==> src/rtl/mem_pkg.sv <==
// Shared definitions for the fetch/data memory arbiter.
//   XLEN_DEF    : default data/address width
//   SZ_B/H/W    : d_size encodings (2'b11 is illegal and treated as misaligned)
//   state_e     : arbiter FSM state encoding
package mem_pkg;

    localparam int unsigned XLEN_DEF = 32;
    localparam int unsigned BE_W     = 4;

    localparam logic [1:0] SZ_B = 2'b00;
    localparam logic [1:0] SZ_H = 2'b01;
    localparam logic [1:0] SZ_W = 2'b10;

    typedef enum logic [1:0] {
        IDLE = 2'd0,
        WAIT = 2'd1,
        RESP = 2'd2
    } state_e;

endpackage

==> src/rtl/mem_lane_fmt.sv <==
// Byte-lane formatting for data accesses (purely combinational).
//   addr_lo_i    : byte offset of the access within the word
//   size_i       : access size (SZ_B / SZ_H / SZ_W)
//   unsigned_i   : zero-extend loads instead of sign-extending
//   wdata_i      : store data from the requester (right-aligned)
//   rdata_i      : raw word returned by memory
//   be_o         : byte enables for the memory port
//   wdata_o      : store data replicated across lanes
//   rdata_o      : extracted and extended load data
//   misaligned_o : access cannot be issued as a single word access
// Lanes assume XLEN >= 32 with the four byte lanes at the bottom of the word.
module mem_lane_fmt
    import mem_pkg::*;
#(
    parameter int unsigned XLEN = XLEN_DEF
) (
    input  logic [1:0]      addr_lo_i,
    input  logic [1:0]      size_i,
    input  logic            unsigned_i,
    input  logic [XLEN-1:0] wdata_i,
    input  logic [XLEN-1:0] rdata_i,
    output logic [BE_W-1:0] be_o,
    output logic [XLEN-1:0] wdata_o,
    output logic [XLEN-1:0] rdata_o,
    output logic            misaligned_o
);

    logic [7:0]  byte_v;
    logic [15:0] half_v;

    // Lane selection for loads
    always_comb begin
        case (addr_lo_i)
            2'd0:    byte_v = rdata_i[7:0];
            2'd1:    byte_v = rdata_i[15:8];
            2'd2:    byte_v = rdata_i[23:16];
            default: byte_v = rdata_i[31:24];
        endcase
        half_v = addr_lo_i[1] ? rdata_i[31:16] : rdata_i[15:0];
    end

    // Enables, replication, extension and alignment check per size
    always_comb begin
        be_o         = '0;
        wdata_o      = wdata_i;
        rdata_o      = rdata_i;
        misaligned_o = 1'b1;
        case (size_i)
            SZ_B: begin
                be_o         = 4'b0001 << addr_lo_i;
                wdata_o      = {(XLEN/8){wdata_i[7:0]}};
                rdata_o      = {{(XLEN-8){byte_v[7] & ~unsigned_i}}, byte_v};
                misaligned_o = 1'b0;
            end
            SZ_H: begin
                be_o         = 4'b0011 << addr_lo_i;
                wdata_o      = {(XLEN/16){wdata_i[15:0]}};
                rdata_o      = {{(XLEN-16){half_v[15] & ~unsigned_i}}, half_v};
                misaligned_o = addr_lo_i[0];
            end
            SZ_W: begin
                be_o         = 4'b1111;
                misaligned_o = |addr_lo_i;
            end
            default: begin
                misaligned_o = 1'b1;
            end
        endcase
    end

endmodule

==> src/rtl/mem_arbiter.sv <==
// Arbitrates one shared memory port between instruction fetch and data
// accesses, one transaction outstanding at a time.
//   clk, rst            : clock, asynchronous active-low reset
//   if_req/if_addr      : fetch request (always a full word)
//   if_gnt              : fetch accepted (combinational, IDLE only)
//   if_rvalid/if_rdata  : fetch completion, one cycle
//   d_req/d_we/d_addr/d_wdata/d_size/d_unsigned : data request
//   d_gnt               : data accepted (combinational, IDLE only)
//   d_rvalid/d_rdata/d_err : data completion, d_err flags misalignment
//   m_req/m_we/m_addr/m_be/m_wdata : registered memory request
//   m_ack/m_rdata       : one-cycle memory completion with read data
module mem_arbiter
    import mem_pkg::*;
#(
    parameter int unsigned XLEN = XLEN_DEF
) (
    input  logic            clk,
    input  logic            rst,
    input  logic            if_req,
    input  logic [XLEN-1:0] if_addr,
    output logic            if_gnt,
    output logic            if_rvalid,
    output logic [XLEN-1:0] if_rdata,
    input  logic            d_req,
    input  logic            d_we,
    input  logic [XLEN-1:0] d_addr,
    input  logic [XLEN-1:0] d_wdata,
    input  logic [1:0]      d_size,
    input  logic            d_unsigned,
    output logic            d_gnt,
    output logic            d_rvalid,
    output logic [XLEN-1:0] d_rdata,
    output logic            d_err,
    output logic            m_req,
    output logic            m_we,
    output logic [XLEN-1:0] m_addr,
    output logic [BE_W-1:0] m_be,
    output logic [XLEN-1:0] m_wdata,
    input  logic            m_ack,
    input  logic [XLEN-1:0] m_rdata
);

    localparam logic [XLEN-1:0] ALIGN_MASK = ~XLEN'(3);

    state_e          state_q, state_d;
    logic            last_d_q, last_d_d;     // data was granted most recently
    logic            own_d_q, own_d_d;       // current transaction belongs to data
    logic [1:0]      alo_q, alo_d;
    logic [1:0]      size_q, size_d;
    logic            uns_q, uns_d;
    logic            m_req_q, m_req_d;
    logic            m_we_q, m_we_d;
    logic [XLEN-1:0] m_addr_q, m_addr_d;
    logic [BE_W-1:0] m_be_q, m_be_d;
    logic [XLEN-1:0] m_wdata_q, m_wdata_d;
    logic            if_rvalid_q, if_rvalid_d;
    logic [XLEN-1:0] if_rdata_q, if_rdata_d;
    logic            d_rvalid_q, d_rvalid_d;
    logic [XLEN-1:0] d_rdata_q, d_rdata_d;
    logic            d_err_q, d_err_d;

    logic [1:0]      fmt_alo;
    logic [1:0]      fmt_size;
    logic            fmt_uns;
    logic [BE_W-1:0] fmt_be;
    logic [XLEN-1:0] fmt_wdata;
    logic [XLEN-1:0] fmt_rdata;
    logic            fmt_mis;

    // Formatter sees the live request while granting, the latched one afterwards
    assign fmt_alo  = (state_q == IDLE) ? d_addr[1:0] : alo_q;
    assign fmt_size = (state_q == IDLE) ? d_size      : size_q;
    assign fmt_uns  = (state_q == IDLE) ? d_unsigned  : uns_q;

    mem_lane_fmt #(
        .XLEN (XLEN)
    ) u_fmt (
        .addr_lo_i    (fmt_alo),
        .size_i       (fmt_size),
        .unsigned_i   (fmt_uns),
        .wdata_i      (d_wdata),
        .rdata_i      (m_rdata),
        .be_o         (fmt_be),
        .wdata_o      (fmt_wdata),
        .rdata_o      (fmt_rdata),
        .misaligned_o (fmt_mis)
    );

    // Next-state, grants and register updates
    always_comb begin
        state_d     = state_q;
        last_d_d    = last_d_q;
        own_d_d     = own_d_q;
        alo_d       = alo_q;
        size_d      = size_q;
        uns_d       = uns_q;
        m_req_d     = m_req_q;
        m_we_d      = m_we_q;
        m_addr_d    = m_addr_q;
        m_be_d      = m_be_q;
        m_wdata_d   = m_wdata_q;
        if_rvalid_d = 1'b0;
        if_rdata_d  = if_rdata_q;
        d_rvalid_d  = 1'b0;
        d_rdata_d   = d_rdata_q;
        d_err_d     = 1'b0;
        if_gnt      = 1'b0;
        d_gnt       = 1'b0;

        case (state_q)
            IDLE: begin
                // On a tie, the requester not granted last wins
                if (d_req && (!if_req || !last_d_q)) begin
                    d_gnt = 1'b1;
                end else if (if_req) begin
                    if_gnt = 1'b1;
                end

                if (d_gnt) begin
                    last_d_d = 1'b1;
                    own_d_d  = 1'b1;
                    alo_d    = d_addr[1:0];
                    size_d   = d_size;
                    uns_d    = d_unsigned;
                    if (fmt_mis) begin
                        // Never reaches memory; complete with an error next cycle
                        state_d    = RESP;
                        d_rvalid_d = 1'b1;
                        d_err_d    = 1'b1;
                        d_rdata_d  = '0;
                    end else begin
                        state_d   = WAIT;
                        m_req_d   = 1'b1;
                        m_we_d    = d_we;
                        m_addr_d  = d_addr & ALIGN_MASK;
                        m_be_d    = fmt_be;
                        m_wdata_d = d_we ? fmt_wdata : '0;
                    end
                end else if (if_gnt) begin
                    last_d_d  = 1'b0;
                    own_d_d   = 1'b0;
                    state_d   = WAIT;
                    m_req_d   = 1'b1;
                    m_we_d    = 1'b0;
                    m_addr_d  = if_addr & ALIGN_MASK;
                    m_be_d    = 4'b1111;
                    m_wdata_d = '0;
                end
            end

            WAIT: begin
                if (m_ack) begin
                    state_d = RESP;
                    m_req_d = 1'b0;
                    if (own_d_q) begin
                        d_rvalid_d = 1'b1;
                        d_rdata_d  = m_we_q ? '0 : fmt_rdata;
                    end else begin
                        if_rvalid_d = 1'b1;
                        if_rdata_d  = m_rdata;
                    end
                end
            end

            RESP: begin
                state_d = IDLE;
            end

            default: begin
                state_d = IDLE;
            end
        endcase
    end

    // State and output registers
    always_ff @(posedge clk or negedge rst) begin
        if (!rst) begin
            state_q     <= IDLE;
            last_d_q    <= 1'b0;
            own_d_q     <= 1'b0;
            alo_q       <= 2'b00;
            size_q      <= SZ_W;
            uns_q       <= 1'b0;
            m_req_q     <= 1'b0;
            m_we_q      <= 1'b0;
            m_addr_q    <= '0;
            m_be_q      <= '0;
            m_wdata_q   <= '0;
            if_rvalid_q <= 1'b0;
            if_rdata_q  <= '0;
            d_rvalid_q  <= 1'b0;
            d_rdata_q   <= '0;
            d_err_q     <= 1'b0;
        end else begin
            state_q     <= state_d;
            last_d_q    <= last_d_d;
            own_d_q     <= own_d_d;
            alo_q       <= alo_d;
            size_q      <= size_d;
            uns_q       <= uns_d;
            m_req_q     <= m_req_d;
            m_we_q      <= m_we_d;
            m_addr_q    <= m_addr_d;
            m_be_q      <= m_be_d;
            m_wdata_q   <= m_wdata_d;
            if_rvalid_q <= if_rvalid_d;
            if_rdata_q  <= if_rdata_d;
            d_rvalid_q  <= d_rvalid_d;
            d_rdata_q   <= d_rdata_d;
            d_err_q     <= d_err_d;
        end
    end

    assign m_req     = m_req_q;
    assign m_we      = m_we_q;
    assign m_addr    = m_addr_q;
    assign m_be      = m_be_q;
    assign m_wdata   = m_wdata_q;
    assign if_rvalid = if_rvalid_q;
    assign if_rdata  = if_rdata_q;
    assign d_rvalid  = d_rvalid_q;
    assign d_rdata   = d_rdata_q;
    assign d_err     = d_err_q;

endmodule

==> config.mk <==
export PLATFORM = sky130hd
export DESIGN_NAME = mem_arbiter
export DESIGN_NICKNAME = d
export VERILOG_FILES = /design/src/rtl/mem_pkg.sv /design/src/rtl/mem_lane_fmt.sv /design/src/rtl/mem_arbiter.sv
export SDC_FILE = /design/constraint.sdc
export NUM_CORES = 1
export LEC_CHECK = 0
export CAP_MARGIN = 10
export CORE_MARGIN = 4
export CORE_UTILIZATION = 50
export CTS_BUF_LIST = sky130_fd_sc_hd__clkbuf_8
export DETAILED_ROUTE_END_ITERATION = 10
export DONT_BUFFER_PORTS = 1
export PLACE_DENSITY_LB_ADDON = 0.2
export SLEW_MARGIN = 20
export SYNTH_ARGS = -nofsm -noshare
export SYNTH_HDL_FRONTEND = slang
export SYNTH_SLANG_ARGS = --single-unit
export TNS_END_PERCENT = 20
==> constraint.sdc <==
create_clock -name clk -period 3.1 [get_ports clk]
set_clock_uncertainty 0.05 [all_clocks]
set_input_delay 0.62 -clock clk [delete_from_list [all_inputs] [get_ports clk]]
set_output_delay 0.62 -clock clk [all_outputs]
set_load 0.02 [all_outputs]
After elaboration in Yosys (flattened, before gate mapping)
Cells that the tools add are included.
Widths: inputs -> output; s select.
{"block": "op_classes", "n_eq_ne": 12, "shifts": 2, "mux": 55, "bitwise_logic": 4, "reduce_logical": 17}
{"op": "$mux 32", "count": 12}
{"op": "$pmux 32 s2", "count": 3}
{"op": "$mux 1", "count": 24}
{"op": "$pmux 8 s3", "count": 1}
{"op": "$mux 16", "count": 1}
{"op": "$mux 2", "count": 6}
{"op": "$mux 4", "count": 3}
{"op": "$pmux 4 s3", "count": 1}
{"op": "$ne 2x2->1 const B", "count": 4}
{"op": "$eq 2x1->1 const B", "count": 3}
{"op": "$logic_not 2->1", "count": 3}
{"op": "$reduce_and 2->1", "count": 3}
{"op": "$reduce_and 3->1", "count": 2}
{"op": "$reduce_and 5->1", "count": 1}
{"op": "$eq 2x2->1 const B", "count": 2}
{"op": "$pmux 1 s2", "count": 2}
{"op": "$pmux 2 s2", "count": 1}
{"op": "$reduce_and 4->1", "count": 1}
{"op": "$reduce_bool 2->1", "count": 2}
{"op": "$shl 1x2->4 const A", "count": 1}
{"op": "$shl 2x2->4 const A", "count": 1}
{"op": "$ne 3x1->1 const B", "count": 1}
{"op": "$ne 3x3->1 const B", "count": 1}
{"op": "$pmux 1 s3", "count": 1}
{"op": "other kinds (7)", "count": 10}
{"block": "word_totals", "reg_bits": 145, "inputBits": 137, "out_inout_bits": 139, "wordCells": 105}

Longest topological paths before layout
{"block": "logic_depth", "depth_word": 10, "ltp_mapped": 9}

Hierarchy
From an unflattened synthesis, not the netlist that was laid out.
{"block": "unflattened", "cells_unflattened": 675, "hier_area_um2": 7397.1}
{"module": "mem_arbiter", "n_inst": 1, "cells_each": 484, "area_per_inst_um2": 6027.0}
{"module": "mem_lane_fmt", "n_inst": 1, "cells_each": 191, "area_per_inst_um2": 1370.1}

Worst setup path before layout
OpenSTA, ideal clock, no wires.
{"block": "synth_timing", "path_type": "input -> output", "startpoint": "in if_req", "endpoint": "out if_gnt", "t_arrival_ns": 1.714, "slack_ns": 0.716, "cell_stages": 5, "path_cell_list": "nand2_1 -> and2_1 -> clkbuf_1 -> clkbuf_1 -> nor2_1"}
{"block": "synth_via", "elab_chain_cells": 6, "elab_cells_between_ends": 7}
{"element": "start, declared", "line": "mem_arbiter.sv:19", "text": "input logic if_req,"}
{"element": "$logic_not 1->1", "line": "mem_arbiter.sv:113", "text": "if (d_req && (!if_req || !last_d_q)) begin"}
{"element": "$logic_or 1x1->1", "line": "mem_arbiter.sv:113"}
{"element": "$logic_and 1x1->1", "line": "mem_arbiter.sv:113"}
{"element": "$mux 1 (*)", "line": "mem_arbiter.sv:113"}
{"element": "$mux 1 (*) (2 in a row)", "line": "mem_arbiter.sv:110", "text": "case (state_q)"}
{"element": "end, declared", "line": "mem_arbiter.sv:21", "text": "output logic if_gnt,"}
Every way passes the cells marked *; elsewhere a longest branch is shown, timed or not. The select of a mux whose other input is x is not followed.

Worst setup path after layout
{"block": "layout_timing", "startpoint": "reg state_q[0]", "endpoint": "reg d_rdata_q[26], in the netlist d_rdata[26]"}
{"block": "layout_via", "elab_chain_cells": 10, "elab_cells_between_ends": 29}
{"element": "start, declared", "line": "mem_arbiter.sv:45", "text": "state_e state_q, state_d;"}
{"element": "start signal, assigned", "line": "mem_arbiter.sv:195", "text": "state_q <= state_d;"}
{"element": "$logic_not 2->1"}
{"element": "$mux 2", "line": "mem_arbiter.sv:71", "text": "assign fmt_alo = (state_q == IDLE) ? d_addr[1:0] : alo_q;"}
{"element": "$eq 2x2->1 (tied with other cells)", "line": "mem_lane_fmt.sv:33", "text": "case (addr_lo_i)"}
{"element": "$pmux 8 s3", "line": "mem_lane_fmt.sv:33"}
{"element": "$and 1x1->1", "line": "mem_lane_fmt.sv:52", "text": "rdata_o = {{(XLEN-8){byte_v[7] & ~unsigned_i}}, byte_v};"}
{"element": "$pmux 32 s2", "line": "mem_lane_fmt.sv:48", "text": "case (size_i)"}
{"element": "$mux 32", "line": "mem_arbiter.sv:157", "text": "d_rdata_d = m_we_q ? '0 : fmt_rdata;"}
{"element": "$mux 32", "line": "mem_arbiter.sv:155", "text": "if (own_d_q) begin"}
{"element": "$mux 32", "line": "mem_arbiter.sv:152", "text": "if (m_ack) begin"}
{"element": "$pmux 32 s2", "line": "mem_arbiter.sv:110"}
{"element": "end signal, assigned", "line": "mem_arbiter.sv:209", "text": "d_rdata_q <= d_rdata_d;"}
{"element": "end, declared", "line": "mem_arbiter.sv:59", "text": "logic [XLEN-1:0] d_rdata_q, d_rdata_d;"}
Several ways; a longest one is shown, not always the timed one. The select of a mux whose other input is x is not followed.
A chain may end at the register's enable or synchronous reset.

==> flow_metrics.tcl <==
set metrics [dict create \
    startpoint_type "register" \
    place_congestion 0.968 \
    worstHoldPathType "in -> async" \
    synth_top_area_cell "dfrtp_1" \
    hold_slack_ps -192 \
    path_class "reg -> reg" \
    multi_input_area_mm2 0.00284 \
    core-area_mm2 0.0128 \
    end_kind "register" \
    wl_per_cell_um 23.0 \
    period_share 0.870 \
    clk_latency_ps 450 \
    relSlewSlack 0.558 \
    io_buffer_count 0 \
    cts_tree "yes" \
    synth_edf_count 0 \
    cpMaxStageDelayCell "dfrtp_1" \
    critPathMaxStageDelay_ps 550 \
    place_area_mm2 0.00677 \
    drt-total-wl_mm 18.5 \
    postSynth.asyncResetShare 1.00 \
    setup_viol 0 \
    crit_top_cell "buf_4" \
    cts_max_level 4 \
    ys_warn_count 0 \
    rows 41 \
    arrival_ps 2950 \
    regArea_mm2 0.00358 \
    critPathTopFamily "compound AO/OA/AOI/OAI gates" \
    grt_max_degree 144 \
    overflow 0 \
    post-route-min-period_ps 2700 \
    diodes 0 \
    vias 4934 \
    grt_pass1_vias 5153 \
    crit_chain "nor2_2, buf_4, mux2_1, buf_4, a21oi_1, a211o_1, o21ai_0" \
    status "finished with violations" \
    cap_violations 0 \
    syn2layout_area_growth_pct 8.91 \
    num_io_pins 276 \
    synth_ff_type "dfrtp_1" \
    start_util 0.518 \
    dieArea_mm2 0.0151 \
    dpl.hpwl_mm 13.6 \
    fin_tns_setup_ps 0 \
    syn_inst 629 \
    synthDistinctLibCells 44 \
    clk_pin_slew_ps 80 \
    violations "hold timing" \
    die_w_um 123 \
    fin_nets 759 \
    path_buf_inv 2 \
    drt_iter0_markers 460 \
    final_cell_mix "dfrtp_1, nand2_1, o21ai_0, mux2i_1, mux2_2" \
    synth-seq-cells 143 \
    grt_pass1_wl_mm 28.1 \
    drc 0 \
    synthesis.area_mm2 0.00661 \
    antenna_found_initial 0 \
    synthTopCellsByArea "dfrtp_1, mux2i_1, mux2_2" \
    synth_top_area_frac 0.537 \
    drive_gt1_frac 0.148 \
    slew_viol_final 0 \
    clkSinkCount 143 \
    cts_root_buffer "clkbuf_8" \
    r2r_slack_ps 400 \
    die_h_um 123 \
    design_area_mm2 0.00720 \
    p_per_area_mw_per_mm2 1260 \
    grt_usage 0.245 \
    cts_inserted_buffers 17 \
    fillCellCount 1093 \
    yosysSeqAreaShare 0.541 \
    drt-pass1-iter-count 5 \
    postRouteAntennaNets 0 \
    critical_path.max_fanout 27 \
    timing.final.hold_violations 142 \
    grt_setup_unrepaired "false" \
    routed_via_density 6.12 \
    p_leak_uw 0.00324 \
    ir_worst_vdd_v 0.000574 \
    syn_avg_cell_area_um2 10.5 \
    max_slew.worst_pin.slew_ps 662 \
    layout_commonest_cell "dfrtp_1" \
    max_freq_mhz 371 \
    required_ps 3360 \
    max-clock-path-buffers 2 \
]
[state kept, by name, indices dropped and copies added, names as in the netlist]
register and flops:
m_we 1, if_rvalid 1, d_rdata 32, m_addr 30, uns_q 1, size_q 2, if_rdata 32, m_req 1
d_rvalid 1, own_d_q 1, m_be 4, state_q 2, d_err 1, m_wdata 32, alo_q 2
[power breakdown]
group	switching, µW	internal, µW	leakage (µW)
logic	1700	1210	0.00120
registers	1790	2740	0.00183
clock network	736	874	0.000214
[synthesized netlist by cell type, types with 2 or more instances]
cell type  count
a2111oi_0      2
a211oi_1       3
a21o_1         3
a21oi_1       22
a22o_1        18
a31oi_1        5
buf_2         16
buf_4          8
clkbuf_1      18
dfrtp_1      142
inv_1          5
mux2_2        36
mux2i_1       58
nand2_1      106
nand3_1        4
nor2_1        29
nor2_2         2
nor3b_1        2
o211ai_1       8
o21a_1         3
o21ai_0       77
o21ai_1       22
o22ai_1        5
o31ai_1       15
[layout make-up]
class	count	area share
clock buffer	17	0.0325
clock inverter	14	0.0268
tap	172	0.0299
inverter	5	0.00261
multi-input combinational	440	0.394
sequential	143	0.497
timing repair buffer	15	0.0174
[logic make-up (layout without fill, tap and decap cells)]
kind of cell    Yosys count  count (layout)  share of synthesized area
compound gates          190             190                      0.178
flops                   143             143                      0.541
simple gates            153             153                     0.0954
buf+inv                  47              51                     0.0343
other cells               1               2                   0.000567
mux                      95              95                      0.151
[path summary, 6_finish.rpt]
kind | cells after the start | end | from
hold / removal | 0 | m_wdata[1]$_DFFE_PN0P_ | rst
hold reg to reg | 1 | alo_q[1]$_DFFE_PN0P_ | alo_q[1]$_DFFE_PN0P_
max in group asynchronous | 0 | size_q[1]$_DFFE_PN1P_ | rst
setup / recovery | 7 | d_rdata[26]$_DFFE_PN0P_ | state_q[0]$_DFFE_PN0P_
setup reg to reg | 7 | d_rdata[26]$_DFFE_PN0P_ | state_q[0]$_DFFE_PN0P_
min in group clk | 1 | state_q[0]$_DFFE_PN0P_ | m_ack
[repair_timing]
item / 4_1_cts / 5_1_grt
gates resized for setup: 0 / 0
endpoints found under the hold margin: 143 / 143
setup endpoints to repair: 0 / 0
setup buffers: 0 / 0
[stage by stage]
step | instances | hold slack (ps) | power [µW] | utilization | setup slack [ps]
2_1_floorplan | 630 | 274 | 6600 | - | 716
3_3_place_gp | 775 | 278 | 7330 | 0.530 | 522
3_5_place_dp | 775 | 279 | 7480 | 0.530 | 433
4_1_cts | 806 | -214 | 9090 | 0.564 | 421
5_1_grt | 806 | -232 | 9610 | 0.564 | 223
6_report | 806 | -192 | 9040 | 0.564 | 404
[metal layers]
metal  vias to the layer above  part of all wire  track usage  wire, µm
li1                       2224                 -            -         -
met1                      2410              0.37        0.297      6920
met2                       273              0.50        0.402      9180
met3                        27              0.11        0.104      2100
met4                         0             0.017       0.0699       320
met5                         -                 0            0         0
Note: power is estimated with default switching activity, not from simulation.
